<file path="src/rtl/serial_sub_n20_if.sv">
// serial_sub_n20_if: operand/result valid-ready handshake bundle for the serial subtractor
interface serial_sub_n20_if #(parameter int W = 20);
  logic         in_valid;
  logic         in_ready;
  logic [W-1:0] in1;
  logic [W-1:0] in2;
  logic         out_valid;
  logic         out_ready;
  logic [W:0]   res;
  modport master (output in_valid, in1, in2, out_ready, input in_ready, out_valid, res);
  modport slave  (input in_valid, in1, in2, out_ready, output in_ready, out_valid, res);
endinterface

</file>
<file path="src/rtl/serial_sub_n20.sv">
// serial_sub_n20: multi-cycle unsigned subtractor, one CHUNK-bit slice per clock with registered borrow
module serial_sub_n20 #(
  parameter int W     = 20,
  parameter int CHUNK = 4
) (
  input logic clk,
  input logic rst_n,
  serial_sub_n20_if.slave bus
);
  localparam int NCHUNK = W / CHUNK;
  localparam int CW     = (NCHUNK > 1) ? $clog2(NCHUNK) : 1;
  typedef enum logic [1:0] {IDLE, RUN, DONE} state_t;
  state_t        state, state_nx;
  logic [CW-1:0] cnt;
  logic          borrow;
  logic [W-1:0]  a, b;
  logic [W:0]    r;
  logic [CHUNK:0] slice;
  logic          last;
  // Top bit of the CHUNK+1-bit difference is the slice borrow-out
  assign slice = {1'b0, a[cnt*CHUNK +: CHUNK]} - {1'b0, b[cnt*CHUNK +: CHUNK]} - {{CHUNK{1'b0}}, borrow};
  assign last  = cnt == CW'(NCHUNK - 1);
  assign bus.in_ready  = state == IDLE;
  assign bus.out_valid = state == DONE;
  assign bus.res       = r;
  always_comb begin
    state_nx = state;
    if (state == IDLE && bus.in_valid) state_nx = RUN;
    else if (state == RUN && last) state_nx = DONE;
    else if (state == DONE && bus.out_ready) state_nx = IDLE;
  end
  always_ff @(posedge clk or negedge rst_n) begin
    if (!rst_n) begin
      state  <= IDLE;
      cnt    <= '0;
      borrow <= 1'b0;
      a      <= '0;
      b      <= '0;
      r      <= '0;
    end else begin
      state <= state_nx;
      if (state == IDLE && bus.in_valid) begin
        a      <= bus.in1;
        b      <= bus.in2;
        borrow <= 1'b0;
        cnt    <= '0;
      end else if (state == RUN) begin
        r[cnt*CHUNK +: CHUNK] <= slice[CHUNK-1:0];
        borrow <= slice[CHUNK];
        cnt    <= last ? '0 : cnt + 1'b1;
        if (last) r[W] <= slice[CHUNK];
      end
    end
  end
endmodule

</file>
<file path="src/flat_wrapper.sv">
// flat-port wrapper written by rule: the top's interface ports become plain ports
module serial_sub_n20_flat 
#(
  parameter int W     = 20,
  parameter int CHUNK = 4
)
  (clk, rst_n, bus_in_valid, bus_in1, bus_in2, bus_out_ready, bus_in_ready, bus_out_valid, bus_res);
  serial_sub_n20_if #(.W(W)) bus_i ();
  input logic clk;
  input logic rst_n;
  input wire logic [$bits(bus_i.in_valid)-1:0] bus_in_valid;
  input wire logic [$bits(bus_i.in1)-1:0] bus_in1;
  input wire logic [$bits(bus_i.in2)-1:0] bus_in2;
  input wire logic [$bits(bus_i.out_ready)-1:0] bus_out_ready;
  output wire logic [$bits(bus_i.in_ready)-1:0] bus_in_ready;
  output wire logic [$bits(bus_i.out_valid)-1:0] bus_out_valid;
  output wire logic [$bits(bus_i.res)-1:0] bus_res;
  assign bus_i.in_valid = bus_in_valid;
  assign bus_i.in1 = bus_in1;
  assign bus_i.in2 = bus_in2;
  assign bus_i.out_ready = bus_out_ready;
  assign bus_in_ready = bus_i.in_ready;
  assign bus_out_valid = bus_i.out_valid;
  assign bus_res = bus_i.res;
  serial_sub_n20 #(.W(W), .CHUNK(CHUNK)) u_core (.clk(clk), .rst_n(rst_n), .bus(bus_i));
endmodule
</file>
<file path="config.mk">
export PLATFORM = sky130hd
export DESIGN_NAME = serial_sub_n20_flat
export DESIGN_NICKNAME = d
export VERILOG_FILES = /design/src/rtl/serial_sub_n20_if.sv /design/src/rtl/serial_sub_n20.sv /design/src/flat_wrapper.sv
export SDC_FILE = /design/constraint.sdc
export NUM_CORES = 1
export LEC_CHECK = 0
export CAP_MARGIN = 20
export CORE_MARGIN = 8
export CORE_UTILIZATION = 40
export CTS_CLUSTER_DIAMETER = 40
export DETAILED_ROUTE_END_ITERATION = 6
export PLACE_DENSITY = 0.7
export SLEW_MARGIN = 20
export SYNTH_ARGS = -nofsm -noshare
export SYNTH_HDL_FRONTEND = slang
export SYNTH_SLANG_ARGS = --single-unit
</file>
<file path="constraint.sdc">
create_clock -name clk -period 8.8 [get_ports clk]
set_input_delay 1.76 -clock clk [delete_from_list [all_inputs] [get_ports clk]]
set_output_delay 1.76 -clock clk [all_outputs]
set_load 0.05 [all_outputs]
</file>
Yosys cells after proc, flatten, opt, wreduce, memory -nomap -nowiden

Cells that the tools add are included.

Register bits: 67
Bits of input ports: 44
Output and inout port bits: 23
Logic and storage cells: 35

Add/sub/neg operators: 4
Equality and inequality tests: 3
Shift-type cells: 4
Muxes and demuxes: 10
Bitwise logic cells: 1
Reductions and logical operators: 7

Operators by type and width:

| kind                                                   | number |
|---|---|
| indexed part select 20 x 6 -> 4 bit                    | 2 |
| negator 5 -> 34 bit                                    | 1 |
| variable shift 4 x 34 -> 21 bit (first input constant) | 1 |
| indexed part select 4 x 34 -> 21 bit                   | 1 |
| bitwise mux 21 bit                                     | 1 |
| 2-to-1 mux 3 bit                                       | 3 |
| 2-to-1 mux 2 bit                                       | 3 |
| subtractor 4 x 4 -> 5 bit                              | 1 |
| subtractor 5 x 1 -> 5 bit                              | 1 |
| adder 3 x 1 -> 3 bit (second input constant)           | 1 |
| == test 3 bit (second input constant)                  | 1 |
| logical AND 1 bit                                      | 3 |
| 2-to-1 mux 1 bit                                       | 3 |
| nonzero test 3 bit                                     | 1 |
| == test 2 x 1 -> 1 bit (second input constant)         | 1 |
| == test 2 bit (second input constant)                  | 1 |
| zero test 2 bit                                        | 1 |
| AND reduction 2 bit                                    | 1 |
| nonzero test 2 bit                                     | 1 |
| NOT 1 bit                                              | 1 |

Depth between registers and ports, before layout

Gate-level depths: netlist (run 1).

Depth after elaboration: 6
Gate-level depth with buffers: 14
Mapped depth without buffers: 13

Worst setup path after synthesis (run 1)

No wires, ideal clock.

Kind: input to register
Start point: input port bus_in_valid
End point: register u_core.a[0]
Library setup time: 0.125 ns
Data arrival time: 2.795 ns
Required time: 8.675 ns
Setup slack: 5.880 ns
Stages on the path: 3
Path buffers: 1
Cells stage by stage: nor3b_1 buf_2 mux2_2

Word-level cells in the longest chain between the ends: 1

RTL lines:

| element              | RTL line             | text |
|---|---|---|
| start, declared      | flat_wrapper.sv:11   | `input wire logic [$bits(bus_i.in_valid)-1:0] bus_in_valid;` |
| logical AND 1 bit    | serial_sub_n20.sv:42 | `if (state == IDLE && bus.in_valid) begin` |
| end signal, assigned | serial_sub_n20.sv:43 | `a <= bus.in1;` |
| end, declared        | serial_sub_n20.sv:16 | `logic [W-1:0] a, b;` |

Every way passes these cells.
A chain may end at the register's enable or synchronous reset.

Worst setup path after layout (run 1)

Start point: register u_core.state[1]
End point: output port bus_out_valid

Word-level cells in the longest chain between the ends: 1

RTL lines:

| element                | RTL line             | text |
|---|---|---|
| start, declared        | serial_sub_n20.sv:13 | `state_t state, state_nx;` |
| start signal, assigned | serial_sub_n20.sv:41 | `state <= state_nx;` |
| == test 2 bit          | serial_sub_n20.sv:24 | `assign bus.out_valid = state == DONE;` |
| end, declared          | flat_wrapper.sv:16   | `output wire logic [$bits(bus_i.out_valid)-1:0] bus_out_valid;` |

Every way passes these cells.

==> impl.org, run 1 <==
** Worst setup path
- Crit end category :: output pin
- Worst Setup Start Kind :: flop
- Worst setup path startpoint :: u_core.state[1]$_DFFE_PN0P_
- Counting buffers and inverters, the worst setup path is 3 cells deep.
- At the worst endpoint, the required time is about 7000 ps.
- Endpoint of the most critical register-to-register path :: u_core.bus.res[20]$_DFFE_PN0P_
- In this run the worst setup path terminates at bus_out_valid.
- Critical path class :: reg -> out
- Bufs and invs on worst path :: 2
- In this design, the stage delay of the slowest critical-path cell is 810 ps.
- Source of the worst register-to-register timing path :: u_core.cnt[2]$_DFFE_PN0P_
- Critical-path top delay cell :: clkdlybuf4s50_1
- Ordered list of cells on the worst path :: inv_1 > nor2_1 > clkdlybuf4s50_1
- At the worst endpoint, the arrival time is 1740 ps.
- Kind of cell adding the most delay to the critical path :: buffers and inverters
- Along the worst path, the maximum fanout reaches 5.
- Counting cells, the worst reg-to-reg path comes to 9.
- Slack of the worst reg-to-reg path :: roughly 5700 ps

** Yosys
- Leading post-synthesis cells by instance count :: dfrtp_1 (67), mux2_2 (41), nand2_1 (27)
- Yosys mapped a number of flops with a built-in enable equal to 0.
- For this run, the number of Yosys warnings is 0.
- Count of mapped cells out of synthesis :: between 200 and 300
- The synthesized design spends more area on one cell type than any other, namely dfrtp_1.
- Summing the sequential cell areas from Yosys gives 51.7% of the chip area.
- The number of nets handed over by synthesis was approximately 330.
- The synthesized netlist occupies a cell area of between 3000 and 4000 µm².
- In this run the biggest area consumer among cell types represents around half of the synthesized area.
- Share of flip-flops with an asynchronous set or reset after synthesis :: 100%
- Number of library cell types mapped by synthesis :: 39
- Average instance area after synthesis :: approximately 12 µm²
- Among all flip-flop cells after synthesis, the most frequent one is dfrtp_1.
- Area contributors post-synth :: dfrtp_1 (52%), mux2_2 (14%), mux2i_1 (4.3%)
- The most common cell in the synthesized netlist is dfrtp_1.
- #FFs+latches synth :: between 60 and 70

** STA
- Number of endpoints with negative hold slack in the final report :: 0
- The total count of max-transition violations in the final report is 0.
- Setup repair after global routing left no endpoint under its margin.
- Share of the cycle needed by the critical path after routing :: between 30% and 40%
- For the pin with the worst max-slew slack, the measured transition is between 800 and 900 ps.
- Minimum period implied by the final worst setup slack :: 3500 ps
- For the final database, setup skew stands at 3.76 ps.
- Adding up every negative setup slack in the final design gives 0 ps.
- Fmax :: about 0.29 GHz
- Tightest slew margin relative to the limit :: 44.6%
- Final count of negative-setup-slack endpoints :: 0
- Post-route setup slack :: 5300 ps

** Drt
- Number of detailed-routing iterations run before antenna repair :: 4
- After detailed routing, the number of vias per cell comes to between 5 and 6.
- Routed Antenna Nets :: 0
- Total detailed-routing wirelength :: around 6800 µm
- Number of remaining DRC errors :: 0
- Number of design-rule violations left by the first detailed-router iteration :: 103
- Detail-routed net length per standard cell :: around 15 µm
- The routed layout has 2,278 vias.

** Floorplanning
- Placement row count :: 33
- The initial utilization of the core area, before any placement, comes to around 40%.
- In this run the count of I/O pins placed on the die edge is 67.
- The die covers 11,200 µm².
- From left edge to right edge, the die measures around 110 µm.
- Chip height :: 106 µm
- The total area inside the core boundary comes to 8050 µm².

** GRT
- Maximum number of pins on one net before global-route repair :: ~70
- For this run the aggregate overflow at the end of global routing stands at 0.
- Total global-route track usage :: 12.8%
- Initial antenna violation count :: 0
- The number of global-route vias before repair came to between 2k and 2.5k.
- Global-route wire length before repair :: about 12,000 µm

** Layout
- Once layout is done, the placed cells without fillers occupy roughly 4200 µm².
- Share of layout cells above drive strength 1 :: between 10% and 20%
- Compared with the post-synthesis result, the final layout area differs by 28.9%.
- The final layout contains about 400 nets.
- 0 antenna diodes ended up in the layout.
- Utilization after layout :: about half
- The count of cells in the finished layout, fillers not included, comes to 450.

** Job
- Across the run, the number of max-cap violations was 0.

** Placement
- The count of buffers added on input and output ports is 66.
- After legalization and detailed placement, the total HPWL measured around 5000 µm.
- Worst Setup Slack post-DPL :: roughly 5400 ps
- Cell total after placement :: 436
- Placer's final routability congestion estimate :: approximately 0.8
- After detailed placement, the total cell area comes to 4000 µm².

** Clock network
- H-Tree Depth :: 3
- After clock tree synthesis, the repair step resized 0 gates.
- Setup bufs post-CTS :: 0
- Clk buf depth :: 2
- Insertion delay to the later sink of the worst-skew pair :: about 340 ps
- The tree is rooted in a clkbuf_8.
- TritonCTS built the clock tree.
- Total number of clock tree sinks :: 67
- Clock-pin slew of the registers on the worst-case setup and hold paths :: 70 ps
- For this design, the CTS-stage hold fixing added 0 buffers.
- Number of clock buffers inserted by TritonCTS :: 9

** Worst hold path
- Path class of the lowest-slack min-delay path :: reg -> reg

** Power
- P per Cell Area :: roughly 420 nW/µm²
- Static power due to leakage :: 1.76 nW
- Across the VDD grid, the largest voltage drop is about 0.19 mV.

** Outcome
- Result of the run :: completed
==> flip-flops by register name, summed over array words and instances (netlist names) <==
| signal | count |
|---|---|
| u_core.state | 2 |
| u_core.b | 20 |
| u_core.cnt | 3 |
| u_core.borrow | 1 |
| u_core.a | 20 |
| u_core.bus.res | 21 |
==> layout by cell type, fill, tap and decap left out, types with 3 or more instances in the layout <==
cell / Yosys / routed
mux2i_1: 14 / 14
nand2b_1: 3 / 3
nand2_1: 27 / 27
nand3_1: 3 / 3
nor3_1: 4 / 4
o22ai_1: 3 / 3
o21ai_0: 15 / 15
nand4_1: 3 / 3
dfrtp_1: 67 / 67
buf_4: 0 / 3
mux2_2: 41 / 41
ha_1: 11 / 11
a21oi_1: 10 / 10
clkdlybuf4s50_1: 0 / 65
clkbuf_8: 0 / 10
inv_1: 14 / 14
nor2_1: 12 / 12
o31ai_1: 11 / 11
==> worst min-delay path by stage <==
stage                                               from                        endpoint  slack [ps]  depth (start not counted)
final                      u_core.bus.res[1]$_DFFE_PN0P_   u_core.bus.res[1]$_DFFE_PN0P_         480                          2
after global placement     u_core.bus.res[0]$_DFFE_PN0P_   u_core.bus.res[0]$_DFFE_PN0P_         460                          2
after global routing      u_core.bus.res[14]$_DFFE_PN0P_  u_core.bus.res[14]$_DFFE_PN0P_         510                          2
after CTS                      u_core.borrow$_DFFE_PN0P_       u_core.borrow$_DFFE_PN0P_         480                          1
after detailed placement       u_core.borrow$_DFFE_PN0P_       u_core.borrow$_DFFE_PN0P_         470                          1
after floorplan                u_core.borrow$_DFFE_PN0P_       u_core.borrow$_DFFE_PN0P_         450                          1
==> kinds of logic (layout without fill, tap and decap cells) <==
| family | count (synthesis) | count (layout) | share of synthesized area, % |
|---|---|---|---|
| AO/OA/AOI/OAI | 44 | 44 | 8.41 |
| multiplexers | 58 | 58 | 20.3 |
| XOR/XNOR | 2 | 2 | 0.540 |
| AND/OR/NAND/NOR | 64 | 64 | 10.1 |
| buffers and inverters | 24 | 97 | 3.47 |
| adder cells (fa/ha/maj) | 13 | 13 | 5.48 |
| flip-flops | 67 | 67 | 51.7 |
==> routing by layer <==
layer	wire length, µm	up-vias	GRT usage, %
li1	-	1106	-
met1	3100	1105	15.8
met2	3110	57	20.0
met3	506	10	5.81
met4	62	0	3.32
met5	0	-	0
==> per-stage QoR <==
step                hold slack, ps  total power [mW]
detailed placement             470              1.54
global route                   513              1.92
CTS                            484              1.79
finish                         481              1.76
floorplan                      449              1.26
global placement               461              1.52
==> power by group <==
part,leakage (nW),switching [mW],internal (mW)
logic,0.829,0.578,0.403
registers,0.832,0.0926,0.448
clock network,0.0950,0.108,0.135
==> worst reg2reg max path, delay by kind of cell (launching register included) <==
| family | cells | cell delay (ps) |
|---|---|---|
| DFF | 1 | 800 |
| and+or+nand+nor | 3 | 970 |
| buffers and inverters | 1 | 90 |
| adders and majority gates | 1 | 550 |
| AOI/OAI and AO/OA | 4 | 630 |
==> cell type report <==
class / instances / area, µm²
clock buffer: 11 / 141
clock inverter: 3 / 40.0
fill: 725 / 3870
inverter: 14 / 52.6
multi-input combinational: 181 / 1460
sequential: 67 / 1680
tap: 105 / 131
timing repair buffer: 69 / 678
No activity file was read; power rests on OpenSTA's default activity.
==> inputs of run 2 (changes only) <==
Clock period 8.8 ns to 3.25 ns, I/O delays scaled along.
==> impl.org, run 2 (same netlist as run 1, synthesis figures left out) <==
** Power
- P per Cell Area :: 1150 nW/µm² (was 422 nW/µm²)
- The leakage dissipation was 1.77 nW (was 1.76 nW).
- The power after layout is 4.81 mW (was 1.76 mW).
- The largest vdd supply drop came to 0.458 mV (was 0.188 mV).

** Layout
- Most used cells in the layout excluding fill and tap cells :: dfrtp_1 (67), clkdlybuf4s50_1 (65), mux2_2 (41), nand2_1 (27), o21ai_0 (15) (unchanged)
- Total Nets Final :: 402 (was 399)
- Most common cell after layout, fill and taps aside :: dfrtp_1 (unchanged)
- The flip-flop count of the largest register after layout was 21 (unchanged).
- Share of layout cells above drive strength 1 :: 19.5% (was 18.8%)
- Relative area change from synthesis to final layout :: 29.6% (was 28.9%)
- Count of fill cells added during filler insertion :: 741 (was 725)
- Ant. Diodes :: 0 (unchanged)

** Clock network
- Total number of clock tree sinks :: 67 (unchanged)
- Insertion delay to the later sink of the worst-skew pair :: 330 ps (was 340 ps)
- Resize count post-CTS :: 0 (unchanged)
- The clock input transition at the sequential cells of the worst setup and hold paths came to 70 ps (about the same).
- The total setup buffers inserted after CTS was 0 (unchanged).
- The level count of the clock H-tree is 3 (unchanged).
- TritonCTS clock tree :: built (unchanged)
- Number of clock buffers inserted by TritonCTS :: 9 (unchanged)
- The cts-stage hold buffer count came to 0 (unchanged).
- The root buffer cell was clkbuf_8 (unchanged).
- Clk buf depth :: 2 (unchanged)

** Worst setup path
- Worst Setup Start Kind :: flop (unchanged)
- Most used cell, CP :: a21oi_1
- The gate family responsible for the most delay along the worst path is flip-flops (was buffers and inverters).
- Critical-path top delay cell :: dfrtp_1 (was clkdlybuf4s50_1)
- Bufs and invs on worst path :: 1 (was 2)
- The class of the most critical setup path is reg -> reg (was reg -> out).
- Crit end category :: flop (was output pin)
- Ordered list of cells on the worst path: mux2i_1 > nor2_1 > a21oi_1 > o22ai_1 > fa_1 > inv_1 > or2_0 > or4_1 > a21oi_1 > a221o_2 (was inv_1 > nor2_1 > clkdlybuf4s50_1).
- The data required time at the worst endpoint was 3530 ps (was 7040 ps).
- The arrival time of the worst setup path is 3230 ps (was 1740 ps).
- Max Fanout on Critical Path :: 16 (was 5)
- Slack of the worst reg-to-reg path :: 300 ps (was 5710 ps)
- The worst stage delay on the critical path is 740 ps (was 810 ps).

** Floorplanning
- The die extent in y is 106 µm (unchanged).
- Num ports :: 67 (unchanged)
- The placeable core region came to 8050 µm² (unchanged).
- The row count came to 33 (unchanged).
- The die outline area was 11,200 µm² (unchanged).
- Die Width :: 106 µm (unchanged)
- The initial cell density of the core is 40.3% (unchanged).

** Drt
- The mean number of vias per cell came to 5.14 (was 5.06).
- Detail-routed net length per standard cell :: 15.4 µm (was 15.1 µm)
- Number of design-rule violations left by the first detailed-router iteration :: 83 (was 103)
- The post-route antenna net violation count was 0 (unchanged).
- Number of detailed-routing iterations run before antenna repair :: 5 (was 4)
- DR vias :: 2,330 (was 2,278)
- The post-route DRC violation count is 0 (unchanged).
- Total detailed-routing wirelength :: 6970 µm (was 6780 µm)

** Placement
- The number of buffers inserted by port buffering came to 66 (unchanged).
- The post-DP HPWL is 5380 µm (was 4960 µm).
- Placer's final routability congestion estimate :: 0.841 (was 0.815)

** GRT
- Maximum number of pins on one net before global-route repair :: 37 (was 68)
- The total routing resource utilization after global routing is 13.2% (was 12.8%).
- The overall overflow remaining after global route is 0 (unchanged).
- The number of global-route vias before repair is 2,396 (was 2,484).
- The initial antenna violation count came to 0 (unchanged).
- Global-route wire length before repair :: 12,000 µm (was 11,800 µm)

** STA
- The final setup violation count is 0 (unchanged).
- Tightest slew margin relative to the limit :: 46.2% (was 44.6%)
- The worst clock skew is 7.12 ps (was 3.76 ps).
- Setup repair after global routing missed its margin: false (unchanged).
- The number of hold violations in the final report came to 0 (unchanged).
- The total count of max-transition violations in the final report came to 0 (unchanged).
- The worst path uses 90.7% of the clock period.
- Minimum period implied by the final worst setup slack :: slightly below 3000 ps
- The slew at the pin closest to its max-slew limit was 807 ps (was 832 ps).
- The sum of negative setup slack was 0 ps (unchanged).
- Derived from the worst setup path, the maximum achievable clock frequency is ~0.34 GHz.

** Worst hold path
- The class of the tightest hold or removal check is in -> async (was reg -> reg).

** Outcome
- Result of the run: completed (unchanged).

** Job
- Number of max-capacitance violations reported :: 0 (unchanged)
==> run 2: cell count changes in the layout (fill, tap and decap cells not counted), sizes merged <==
cell,change
buf,+3
==> run 2: final cells by class <==
type                       instances  area [µm²]  area share (%)
clock buffer                      11         141            3.37
clock inverter                     3        40.0           0.953
inverter                          14        52.6            1.25
multi-input combinational        181        1460            34.7
sequential                        67        1680            39.9
tap                              105         131            3.13
timing repair buffer              72         701            16.7
==> run 2: worst paths after layout <==
path                                            from                        endpoint  cells past startpoint
hold reg to reg            u_core.borrow$_DFFE_PN0P_       u_core.borrow$_DFFE_PN0P_                      1
setup / recovery           u_core.cnt[2]$_DFFE_PN0P_  u_core.bus.res[20]$_DFFE_PN0P_                     10
setup reg to reg           u_core.cnt[2]$_DFFE_PN0P_  u_core.bus.res[20]$_DFFE_PN0P_                     10
max in group asynchronous                      rst_n     u_core.state[0]$_DFFE_PN0P_                      2
min in group clk           u_core.borrow$_DFFE_PN0P_       u_core.borrow$_DFFE_PN0P_                      1
hold / removal                                 rst_n   u_core.bus.res[7]$_DFFE_PN0P_                      1
==> run 2: per-layer routing <==
metal | GRT usage [%] | vias to the layer above | routed length [µm]
li1 | - | 1112 | -
met2 | 20.2 | 62 | 3320
met3 | 4.42 | 7 | 439
met5 | 0 | - | 0
met4 | 4.52 | 0 | 61
met1 | 17.1 | 1149 | 3150
==> run 2: where the power goes <==
group / internal [mW] / total (mW) / switching [mW]
clock network: 0.364 / 0.656 / 0.291
registers: 1.21 / 1.47 / 0.258
logic: 1.11 / 2.69 / 1.58
total: 2.68 / 4.81 / 2.13
==> run 2: through the flow <==
stage          instances  area (µm²)  hold slack (ps)  worst slack [ps]  util, %
2_1_floorplan        272        3240              354               364        -
3_3_place_gp         439        4020              460               418     49.9
3_5_place_dp         439        4020              468               303     49.9
4_1_cts              453        4200              416               293     52.2
5_1_grt              453        4200              455              91.4     52.2
6_report             453        4200              404               301     52.2
